**config.mk**
```make
export PLATFORM = sky130hd
export DESIGN_NAME = bus_arbiter
export DESIGN_NICKNAME = d
export VERILOG_FILES = /design/src/rtl/bus_arbiter_pkg.sv /design/src/rtl/bus_rr_pick.sv /design/src/rtl/bus_arbiter.sv
export SDC_FILE = /design/constraint.sdc
export NUM_CORES = 1
export LEC_CHECK = 0
export CORE_AREA = 2 2 108 110
export DETAILED_ROUTE_END_ITERATION = 7
export DIE_AREA = 0 0 110 112
export SETUP_SLACK_MARGIN = 0.15
export SLEW_MARGIN = 20
export SYNTH_ARGS = -nofsm -noshare
export SYNTH_HDL_FRONTEND = slang
export SYNTH_HIERARCHICAL = 1
export SYNTH_SLANG_ARGS = --single-unit
```
**constraint.sdc**
```tcl
create_clock -name clk -period 2.8 [get_ports clk]
set_clock_uncertainty 0.2 [all_clocks]
set_input_delay 0.7 -clock clk [delete_from_list [all_inputs] [get_ports clk]]
set_output_delay 0.7 -clock clk [all_outputs]
set_load 0.1 [all_outputs]
```
**src/rtl/bus_arbiter_pkg.sv**
```systemverilog
// bus_arbiter_pkg: FSM encodings, default limits and the address map shared by the
// system-bus arbiter and its address decoder.
package bus_arbiter_pkg;

    localparam logic [0:0] ST_IDLE = 1'b0;
    localparam logic [0:0] ST_BUSY = 1'b1;

    localparam int DEF_TIMEOUT  = 16;
    localparam int DEF_MAX_LOCK = 8;

    typedef struct packed {
        logic [31:0] base;
        logic [31:0] top;
    } addr_range_t;

    localparam addr_range_t DM_RANGE     = '{base: 32'h0000_0000, top: 32'h0000_2fff};
    localparam addr_range_t TIMER0_RANGE = '{base: 32'h0000_7f00, top: 32'h0000_7f0f};
    localparam addr_range_t TIMER1_RANGE = '{base: 32'h0000_7f10, top: 32'h0000_7f1f};

    function automatic logic in_range(input addr_range_t r, input logic [31:0] addr);
        return addr >= r.base && addr <= r.top;
    endfunction

endpackage

```
**src/rtl/bus_rr_pick.sv**
```systemverilog
// bus_rr_pick: two-way round-robin picker; on a tie the master that did not win last
// time is chosen, and the last-winner register updates whenever a grant is taken.
module bus_rr_pick (
    input  logic       clk,
    input  logic       reset,
    input  logic [1:0] req,
    input  logic       take,
    output logic [1:0] win
);
    // last = 1 out of reset so master 0 wins the very first tie
    logic last;

    always_comb win = (req == 2'b11) ? (last ? 2'b01 : 2'b10) : req;

    always_ff @(posedge clk) begin
        if (reset) last <= 1'b1;
        else if (take) last <= win[1];
    end
endmodule

```
**src/rtl/bus_arbiter.sv**
```systemverilog
// bus_arbiter: two-master round-robin system-bus arbiter with burst lock and a
// per-transaction timeout so a hung slave cannot stall the pipeline.
module bus_arbiter
    import bus_arbiter_pkg::*;
#(
    parameter int TIMEOUT  = DEF_TIMEOUT,
    parameter int MAX_LOCK = DEF_MAX_LOCK
) (
    input  logic        clk,
    input  logic        reset,
    input  logic [1:0]  m_req,
    input  logic [1:0]  m_lock,
    input  logic [63:0] m_addr,
    input  logic [63:0] m_wdata,
    input  logic [7:0]  m_byteen,
    output logic [1:0]  m_gnt,
    output logic [1:0]  m_done,
    output logic [1:0]  m_err,
    output logic [31:0] m_rdata,
    output logic        bus_valid,
    output logic [31:0] bus_addr,
    output logic [31:0] bus_wdata,
    output logic [3:0]  bus_byteen,
    input  logic        bus_ready,
    input  logic [31:0] bus_rdata
);
    localparam int TW = $clog2(TIMEOUT);
    localparam int LW = $clog2(MAX_LOCK) + 1;
    localparam logic [TW-1:0] TMO_LAST  = TW'(TIMEOUT - 1);
    localparam logic [LW-1:0] LOCK_LAST = LW'(MAX_LOCK - 1);
    localparam logic [LW-1:0] LOCK_SAT  = LW'(MAX_LOCK);

    logic [0:0]    state;
    logic [1:0]    gnt;
    logic [1:0]    win;
    logic [TW-1:0] tmo_cnt;
    logic [LW-1:0] lock_cnt;
    logic          g;
    logic          busy;
    logic          own_req;
    logic          done;
    logic          err;
    logic          stay;

    bus_rr_pick u_pick (
        .clk   (clk),
        .reset (reset),
        .req   (m_req),
        .take  (!busy && |m_req),
        .win   (win)
    );

    always_comb begin
        g       = gnt[1];
        busy    = state == ST_BUSY;
        own_req = m_req[g];
        done    = busy && own_req && (bus_ready || tmo_cnt == TMO_LAST);
        err     = busy && own_req && !bus_ready && tmo_cnt == TMO_LAST;
        // keep the bus only while the other master has not waited out the lock budget
        stay    = m_lock[g] && (lock_cnt < LOCK_LAST || !m_req[~g]);
    end

    assign m_gnt      = gnt;
    assign m_done     = done ? gnt : 2'b00;
    assign m_err      = err ? gnt : 2'b00;
    assign m_rdata    = (done && !err) ? bus_rdata : 32'h0;
    assign bus_valid  = busy && own_req;
    assign bus_addr   = g ? m_addr[63:32] : m_addr[31:0];
    assign bus_wdata  = g ? m_wdata[63:32] : m_wdata[31:0];
    assign bus_byteen = (bus_valid && !err) ? (g ? m_byteen[7:4] : m_byteen[3:0]) : 4'h0;

    always_ff @(posedge clk) begin
        if (reset) begin
            state    <= ST_IDLE;
            gnt      <= 2'b00;
            tmo_cnt  <= '0;
            lock_cnt <= '0;
        end else if (!busy) begin
            if (|m_req) begin
                state    <= ST_BUSY;
                gnt      <= win;
                tmo_cnt  <= '0;
                lock_cnt <= '0;
            end
        end else if (!own_req || err || (bus_ready && !stay)) begin
            state   <= ST_IDLE;
            gnt     <= 2'b00;
            tmo_cnt <= '0;
        end else if (bus_ready) begin
            tmo_cnt <= '0;
            if (lock_cnt != LOCK_SAT) lock_cnt <= lock_cnt + 1'b1;
        end else begin
            tmo_cnt <= tmo_cnt + 1'b1;
        end
    end
endmodule
```
==> metrics.txt, run 1 <==
WL met1=between 4000 and 5000 um; final WL=around 11,000 um; DIE HEIGHT=about 110 um; worst stage delay on the critical path=0.18 ns; DRC viols=0; htree depth=1; number of buffer and inverter stages on the critical path=4; CTS clk-pin slew, worst paths=roughly 0.04 ns; cells after synthesis=just over 200; Avg WL per Cell=17.5 um; largest family of logic cells by synthesized area=multiplexers; Pleak=between 2 and 3 nW; unique cell type count in the Yosys netlist=34; area of the core=~11,000 um2; Mapped Avg Cell Area=~8.5 um2; Crit Path Class=in2out; Initial Utilization=15.8%; WP depth=8; Tightest Hold Check Type=reg2reg; Cells on Worst Hold Path=1; total design power=approximately 2.1 mW; Crit. End Element=output port; max_slew headroom=approximately 68%; status=complete, no violations; register area share after synthesis=between 10 and 15%; CP required=around 1.9 ns; Worst R2R Path Depth=7; RSZ-0062 raised after global routing=yes; Initial DRT Pass Iterations=4; I/O Buffers=approximately 280; # fillers=920; part of the cycle the worst path needs=just over 90%; met2 WL=5940 um; top-count cell post-synth=mux2_2; count of state elements after synthesis=12; Clock Root Buffer=clkbuf_16; Peak VDD IR=approximately 270 uV; TNS Setup=0 ns; Post-synth top cells=mux2_2 (65), and2_1 (32), nor2_1 (13); power density over cell area=330 nW/um2; most area-consuming cells after synthesis=mux2_2 (41%), dfxtp_1 (14%), and2_1 (11%); Routed Antenna Nets=0; Worst-Skew Late Latency=approximately 0.24 ns; CTS max path bufs=2; share of layout cells above drive strength 1=50.2%; CTS buffer count=3; via count=between 2,000 and 3,000; Max-Cap Viols=0; Post-Synth Adder-Cell Area=2.12%; Critical Path Slowest Stage Cell=buf_12; Total Routing Usage GR=about 17%; first-pass GRT wire length=~16,000 um; initial antenna violation count=2; non-filler cells, final=between 600 and 700; met3 wire len=about 1100 um; Max Used Layer=met4; TritonCTS clock tree=done; cell taking the most area after synthesis=mux2_2; Area growth syn-to-layout=258%; die footprint=approximately 12,000 um2; largest delay contributor family on the critical path=buffers and inverters; pin count of the biggest net entering global routing=57; Worst Setup Start Kind=input pin; Die Wd=about 110 um; DP HPWL=around 9800 um; worst-path fanout max=5; Post-synth EDFFs=0; simple-gate portion of the synthesized area=23.4%; setup violators final=0; syn nets=385; Synth Flop Type=dfxtp_1; Rows=39; hold buffer count at CTS=0; Ys Warns=6; # nets final=685; Post-synth ARST share=0%; Least-Margin Pin Slew=between 0.4 and 0.5 ns; mapped cell area=1770 um2; final core occ=56.6%; # placed instances=roughly 640; I/O pin count=around 280; Critical Path, Cell by Cell=buf_8, mux2i_4, buf_6, buf_6, nor2_4, o21ai_4, nor2_4, buf_12; fmax=384 MHz; Slew Limit Fails=0; Sink Count=12; total grt overflow=0; GP Congestion=~0.87; XOR/XNOR Fraction of Synth Area=0%; minimum clock period=2.60 ns; vias in the first global route=between 3,000 and 4,000; share of the synthesized area in the top cell type=41.4%; Via density=4.34; Final Hold Viols=0; Compound-Gate Fraction of Synth Area=between 10% and 20%; CP arrival=around 1.7 ns; Initial DRC Count=56; mux cell area share after synthesis=a little under half
-- logic make-up (layout without fill, tap and decap cells) --
logic type               count (synthesis)  after routing
flip-flops                              12             12
multiplexers                            72             72
other                                    0              1
AND/OR/NAND/NOR                         73             73
AO/OA/AOI/OAI                           29             29
buffers and inverters                   18            317
adder cells (fa/ha/maj)                  3              3
-- worst paths after layout --
| kind | end | startpoint | slack (ns) |
|---|---|---|---|
| max | bus_byteen[0] | m_req[1] | 0.20 |
| min | tmo_cnt[3] | tmo_cnt[3] | 0.33 |
| max reg2reg | lock_cnt[3] | m_gnt[1] | 0.55 |
| min reg2reg | tmo_cnt[3] | tmo_cnt[3] | 0.33 |
-- metal layers --
metal / vias up / track usage [%]
met5: - / 0
met4: 0 / 3.12
met3: 8 / 6.50
met2: 137 / 31.6
met1: 1316 / 19.1
li1: 1361 / -
-- layout make-up --
class                           instances  area (um2)  area share [%]
Timing Repair Buffer                  308        4180            66.0
Multi-Input combinational cell        177        1620            25.6
Sequential cell                        12         244            3.85
Tap cell                              143         179            2.83
Clock buffer                            4        88.8            1.40
Inverter                                5        18.8           0.297
Antenna cell                            1        2.50          0.0395
-- layout by cell type, fill, tap and decap left out, types with 2 or more instances in the layout --
master,instances
nand3_1,3
and3_2,2
nand4_1,3
mux2i_1,6
clkbuf_16,4
and2_4,32
buf_16,2
nand2_1,5
clkdlybuf4s50_1,171
buf_12,109
nor3_1,3
nor2_2,2
a211oi_1,2
a31oi_1,4
o2111ai_1,2
ha_1,3
nor2b_1,2
nor2_1,6
o21ai_0,2
inv_1,4
a21oi_1,5
mux2_2,65
o211ai_1,4
buf_4,20
and3b_2,2
buf_6,3
nor2_4,5
dfxtp_1,11
and3_1,3
-- state kept, by name, indices dropped and copies added, names as in the netlist --
name,cells
busy,1
lock_cnt,4
m_gnt,2
tmo_cnt,4
u_pick/last,1
-- stage by stage --
step	cell area [um2]	hold slack, ns	worst slack, ns
after floorplan	1890	0.257	-0.202
after global placement	6070	0.292	-0.227
after detailed placement	6070	0.325	-0.223
after CTS	6290	0.331	0.161
after global routing	6330	0.355	0.137
final	6330	0.329	0.198
-- report_power, final --
part | internal [mW] | leakage [nW] | switching, mW
sequential | 0.177 | 0.0984 | 0.00608
clock | 0.216 | 0.0442 | 0.0756
combinational | 0.699 | 2.39 | 0.913
total | 1.09 | 2.53 | 0.995
-- timing repair --
item	in CTS	in global routing
pin swaps	3	5
resized for setup	44	5
buffers inserted	3	0
endpoints found under the setup margin	42	41
endpoints found under the hold margin	0	0
cloned	2	1
(Power assumes the default switching activity.)
==> run 2: changes to the inputs <==
CORE_AREA = 2 2 110 112   (was 2 2 108 110)
DIE_AREA = 0 0 112 114   (was 0 0 110 112)
REMOVE_ABC_BUFFERS = 1   (was default)
clock period = 3.3 ns   (was 2.8 ns; I/O delays follow)
==> run 2 against run 1 <==
  * Sequential share of layout area grew 0.095 points
  * Via count shrank 0.46%
  * Sequential power shrank 15%
  * Non-clock buffer count shrank 7
  * Wire length shrank 9.3%
  * Clock power shrank 21%
  * Register-to-register slack gained 0.23 ns
  * Setup slack lost 0.0057 ns
  * Cell count shrank 0.46%
  * Die area grew 3.6%
  * Critical path type unchanged
  * Largest cell class unchanged
==> metrics.txt, run 2 (same netlist as run 1, synthesis figures left out) <==
Final Hold Viols=0 (unchanged); Via density=4.34 (about the same); Critical Path Start=m_req[0]; area of the core=11,700 um2 (+4.8%); share of layout cells above drive strength 1=47.9% (-2.3 points); Initial DRT Pass Iterations=4 (unchanged); Least-Margin Pin Slew=0.494 ns (+0.0209 ns); total grt overflow=0 (unchanged); minimum clock period=~3.1 ns; min-delay src=tmo_cnt[3]; I/O Buffers=281 (unchanged); Peak VDD IR=156 uV (-42%); TritonCTS clock tree=done; CP required=2.27 ns (+0.37 ns); Area growth syn-to-layout=249%; WP depth=9 (+1); Crit Path Class=in2out; Rows=40 (+2.6%); Critical Path Slowest Stage Cell=clkdlybuf4s15_2; hold buffer count at CTS=0 (unchanged); via count=2,809 (-0.46%); WL met1=3480 um (-17%); CTS max path bufs=2 (unchanged); Critical Path, Cell by Cell=clkdlybuf4s15_2, mux2i_2, buf_4, nor3_4, buf_6, buf_4, buf_16, and2_4, buf_12; Cells on Worst Hold Path=1 (unchanged); Worst Setup Start Kind=input pin; DRC viols=0 (unchanged); most common cell after layout, fill and taps aside=clkdlybuf4s50_1; worst-path fanout max=8 (+3); pin count of the biggest net entering global routing=76 (+33%); met2 WL=5700 um (-4.0%); Max Used Layer=met4; Worst-Skew Late Latency=0.24 ns (about the same); RR Startpoint=m_gnt[1]; RSZ-0062 raised after global routing=yes; CP arrival=2.08 ns (+0.38 ns); DIE HEIGHT=114 um (+1.8%); Clock Root Buffer=clkbuf_16; power density over cell area=279 nW/um2 (-15%); vias in the first global route=2,925 (-4.0%); Max-Cap Viols=0 (unchanged); initial antenna violation count=1 (-1); worst stage delay on the critical path=0.19 ns (about the same); commonest non-fill, non-tap cells in the layout=clkdlybuf4s50_1 (171), buf_12 (107), mux2_2 (65); # nets final=678 (-1.0%); number of buffer and inverter stages on the critical path=6 (+2); setup violators final=0 (unchanged); Sink Count=12 (unchanged); Initial DRC Count=143 (+160%); CTS buffer count=3 (unchanged); htree depth=1 (unchanged); Initial Utilization=15.1% (-0.73 points); CTS clk-pin slew, worst paths=0.04 ns (about the same); total design power=1.72 mW (-18%); largest delay contributor family on the critical path=buffers and inverters; Total Routing Usage GR=15.2% (-2.2 points); Routed Antenna Nets=0 (unchanged); final core occ=52.7% (-3.9 points); GP Congestion=0.863 (-1.2%); first-pass GRT wire length=15,500 um (-5.6%); final WL=10,300 um (-9.3%); Avg WL per Cell=15.9 um (-8.9%); status=complete, no violations; part of the cycle the worst path needs=a little over nine tenths; Die Wd=112 um (+1.8%); Worst R2R Path Depth=5 (-2); DP HPWL=8810 um (-9.8%); Pleak=2.47 nW (-2.4%); die footprint=12,800 um2 (+3.6%); fmax=around 320 MHz; Slew Limit Fails=0 (unchanged); Tightest Hold Check Type=reg2reg; max_slew headroom=66.9% (-1.3 points); crit-path most repeated cell=buf_4; # fillers=1,016 (+10%); met3 wire len=921 um (-18%); I/O pin count=282 (unchanged); Crit. End Element=output port; TNS Setup=0 ns (unchanged)
==> run 2: changes by cell type in the layout (fill, tap and decap cells not counted), moves of 2 or more <==
cell,delta
and3_4,+2
and3b_2,-2
and3_2,-2
and3b_1,+2
nor2_2,+2
buf_12,-2
buf_4,-4
nor2_4,-5
nor2_1,+3
==> run 2: routing by layer <==
layer | up-vias | GRT usage [%]
met1 | 1298 | 15.1
met4 | 0 | 3.33
li1 | 1347 | -
met5 | - | 0
met3 | 10 | 4.57
met2 | 154 | 30.9
==> run 2: area by class of cell <==
class / count / area, um2 / area share (%)
multi-input combinational: 177 / 1570 / 25.4
tap: 147 / 184 / 2.98
sequential: 12 / 244 / 3.95
inverter: 5 / 18.8 / 0.304
timing repair buffer: 301 / 4080 / 66.0
antenna: 1 / 2.50 / 0.0405
clock buffer: 4 / 78.8 / 1.28
==> run 2: worst paths after layout <==
check                endpoint  slack, ns
setup reg to reg  lock_cnt[3]       0.78
hold reg to reg    tmo_cnt[3]       0.32
setup / recovery   m_rdata[2]       0.19
hold / removal     tmo_cnt[3]       0.32
==> run 2: repair_timing <==
action,CTS,global route
resized for setup,49,4
endpoints found under the setup margin,40,17
pin swaps,1,9
cloned,2,0
buffers inserted,4,0
==> run 2: power by group <==
| group | switching [mW] | internal, mW |
|---|---|---|
| Clock | 0.0658 | 0.163 |
| Sequential | 0.00463 | 0.150 |
| Combinational | 0.759 | 0.578 |
| Total | 0.830 | 0.891 |
==> run 2: worst reg2reg max path, cell delays in order (launching register included) <==
cell and delay, ns:
dfxtp_4 0.36, buf_12 0.32, mux2_2 0.40, a2111o_1 0.50, or4_1 0.50, a31oi_1 0.16
==> run 2: through the flow <==
step	hold WS (ns)	instance area (um2)	std cells	setup WS, ns
floorplan	0.257	1720	194	-4.32
CTS	0.313	6180	646	0.144
finish	0.322	6180	647	0.192
global route	0.342	6180	647	0.133
global placement	0.295	5900	636	-0.116
detailed placement	0.304	5900	636	-0.115
==> run 3: changes to the inputs <==
CELL_PAD_IN_SITES_DETAIL_PLACEMENT = 0   (was default)
CELL_PAD_IN_SITES_GLOBAL_PLACEMENT = 1   (was default)
CORE_AREA = default   (was 2 2 110 112)
CORE_UTILIZATION = 14   (was default)
CTS_BUF_LIST = sky130_fd_sc_hd__clkbuf_8   (was default)
DIE_AREA = default   (was 0 0 112 114)
PLACE_DENSITY_LB_ADDON = 0.1   (was default)
==> run 3 against run 2 <==
  * Die area rose by 2.5%
  * Critical path depth unchanged
  * Combinational power is essentially flat
  * Core utilization decreased by 1.8 points
  * Clock power is 27% lower
  * Highest routed layer unchanged
  * Non-clock buffer count rose by 3
  * Via count shrank 0.43%
  * Power shrank 3.3%
  * Setup slack improved by 0.037 ns
==> metrics.txt, run 3 (same netlist as run 1, synthesis figures left out) <==
CTS max path bufs=2 (unchanged); Antenna diodes=0 (-1); Routed Antenna Nets=0 (unchanged); Die Wd=114 um (+2.1%); DRC viols=0 (unchanged); Avg WL per Cell=17.2 um (+7.9%); Crit. End Element=output port; Critical Path Slowest Stage Cell=mux2i_2; Initial DRT Pass Iterations=4 (unchanged); Clock Root Buffer=clkbuf_8; Initial Utilization=14.5% (-0.56 points); max_slew headroom=65.4% (-1.5 points); Least-Margin Pin Slew=0.518 ns (+0.0231 ns); Area growth syn-to-layout=251%; vias in the first global route=2,906 (-0.65%); RSZ-0062 raised after global routing=no; commonest non-fill, non-tap cells in the layout=clkdlybuf4s50_1 (171), buf_12 (107), mux2_2 (65); CP required=2.27 ns (about the same); Worst Setup Start Kind=input pin; total design power=1.66 mW (-3.3%); setup violators final=0 (unchanged); via count=2,797 (-0.43%); minimum clock period=3.07 ns (-0.0366 ns); die footprint=13,100 um2 (+2.5%); largest delay contributor family on the critical path=buffers and inverters; DP HPWL=9840 um (+12%); Max-Cap Viols=0 (unchanged); Rows=40 (unchanged); most common cell after layout, fill and taps aside=clkdlybuf4s50_1; Post-Place Worst Slack=-0.108 ns (+0.00713 ns); Critical Path, Cell by Cell=buf_2, mux2i_2, buf_4, nor3_4, buf_4, buf_8, buf_16, and2_4, buf_12; CP arrival=2.05 ns (-0.03 ns); pin count of the biggest net entering global routing=62 (-18%); I/O Buffers=281 (unchanged); htree depth=1 (unchanged); Via density=4.17 (-3.8%); Peak VDD IR=136 uV (-13%); Sink Count=12 (unchanged); final WL=11,500 um (+12%); Total Routing Usage GR=17.1% (+1.9 points); TritonCTS clock tree=done; number of buffer and inverter stages on the critical path=6 (unchanged); final worst slack=0.229 ns (+0.0366 ns); worst stage delay on the critical path=0.19 ns (about the same); fmax=326 MHz (+1.2%); I/O pin count=282 (unchanged); crit-path most repeated cell=buf_4; # placed instances=655 (+3.0%); power density over cell area=269 nW/um2 (-3.6%); Hold Slack=0.304 ns (-0.0178 ns); Pleak=2.48 nW (+0.56%); share of layout cells above drive strength 1=47.4% (-0.49 points); worst-path fanout max=8 (unchanged); status=complete, no violations; DIE HEIGHT=114 um (+0.33%); area of the core=12,200 um2 (+3.8%); CTS clk-pin slew, worst paths=0.05 ns (about the same); Crit Path Class=in2out; Slew Limit Fails=0 (unchanged); # nets final=681 (+0.44%); total grt overflow=0 (unchanged); GP Congestion=0.812 (-5.9%); Tightest Hold Check Type=reg2reg; first-pass GRT wire length=16,800 um (+8.3%); CTS buffer count=3 (unchanged); initial antenna violation count=0 (-1); Final Hold Viols=0 (unchanged); Worst-Skew Late Latency=0.25 ns (about the same); non-filler cells, final=670 (+3.6%); Initial DRC Count=67 (-53%); # fillers=1,069 (+5.2%); part of the cycle the worst path needs=93.1% (-1.1 points)
[run 3: cell count changes in the layout (fill, tap and decap cells not counted), sizes merged]
cell / delta
clkbuf: -1
bufbuf: -1
buf: +5
diode: -1
[run 3: routing by layer]
metal | routed length, um | vias to the layer above | global-route usage [%]
met5 | 0 | - | 0
met4 | 102 | 0 | 2.86
met3 | 830 | 6 | 3.86
met2 | 6250 | 135 | 33.3
met1 | 4310 | 1305 | 19.0
li1 | - | 1351 | -
[run 3: timing repair]
item                       in CTS  in global routing
cloned                          3                  0
pin swaps                      34                  1
setup endpoints to repair      39                 36
hold buffers                    0                  0
gates resized for setup        47                  6
buffers inserted                8                  0
[run 3: cell type report]
| cell class | instances | area [um2] | area share [%] |
|---|---|---|---|
| multi-input combinational | 177 | 1550 | 25.0 |
| inverter | 5 | 18.8 | 0.303 |
| tap | 168 | 210 | 3.39 |
| timing repair buffer | 304 | 4120 | 66.4 |
| sequential | 12 | 245 | 3.96 |
| clock buffer | 4 | 55.1 | 0.888 |
[run 3: where the power goes]
group	switching (mW)	internal, mW
clock	0.0608	0.106
combinational	0.756	0.580
sequential	0.0119	0.150
[run 3: final timing paths]
kind | start | to | slack (ns) | cells past startpoint
hold reg to reg | tmo_cnt[3] | tmo_cnt[3] | 0.30 | 1
setup / recovery | m_req[0] | m_rdata[21] | 0.23 | 9
hold / removal | tmo_cnt[3] | tmo_cnt[3] | 0.30 | 1
setup reg to reg | m_gnt[1] | lock_cnt[3] | 0.88 | 7
[run 3: per-stage QoR]
step | instance area [um2] | util (%) | TNS, ns
global route | 6200 | 51.0 | 0
detailed placement | 5910 | 48.6 | -3.06
floorplan | 1720 | - | -214.36
finish | 6200 | 51.0 | 0
global placement | 5910 | 48.6 | -2.37
CTS | 6200 | 51.0 | 0
[run 3: worst reg2reg max path, stage by stage, from the launching register on]
cell and delay, ns:
dfxtp_4 0.51, mux2i_2 0.12, buf_4 0.16, buf_4 0.13
buf_4 0.15, a2111o_1 0.42, or4_1 0.49, a31oi_1 0.16
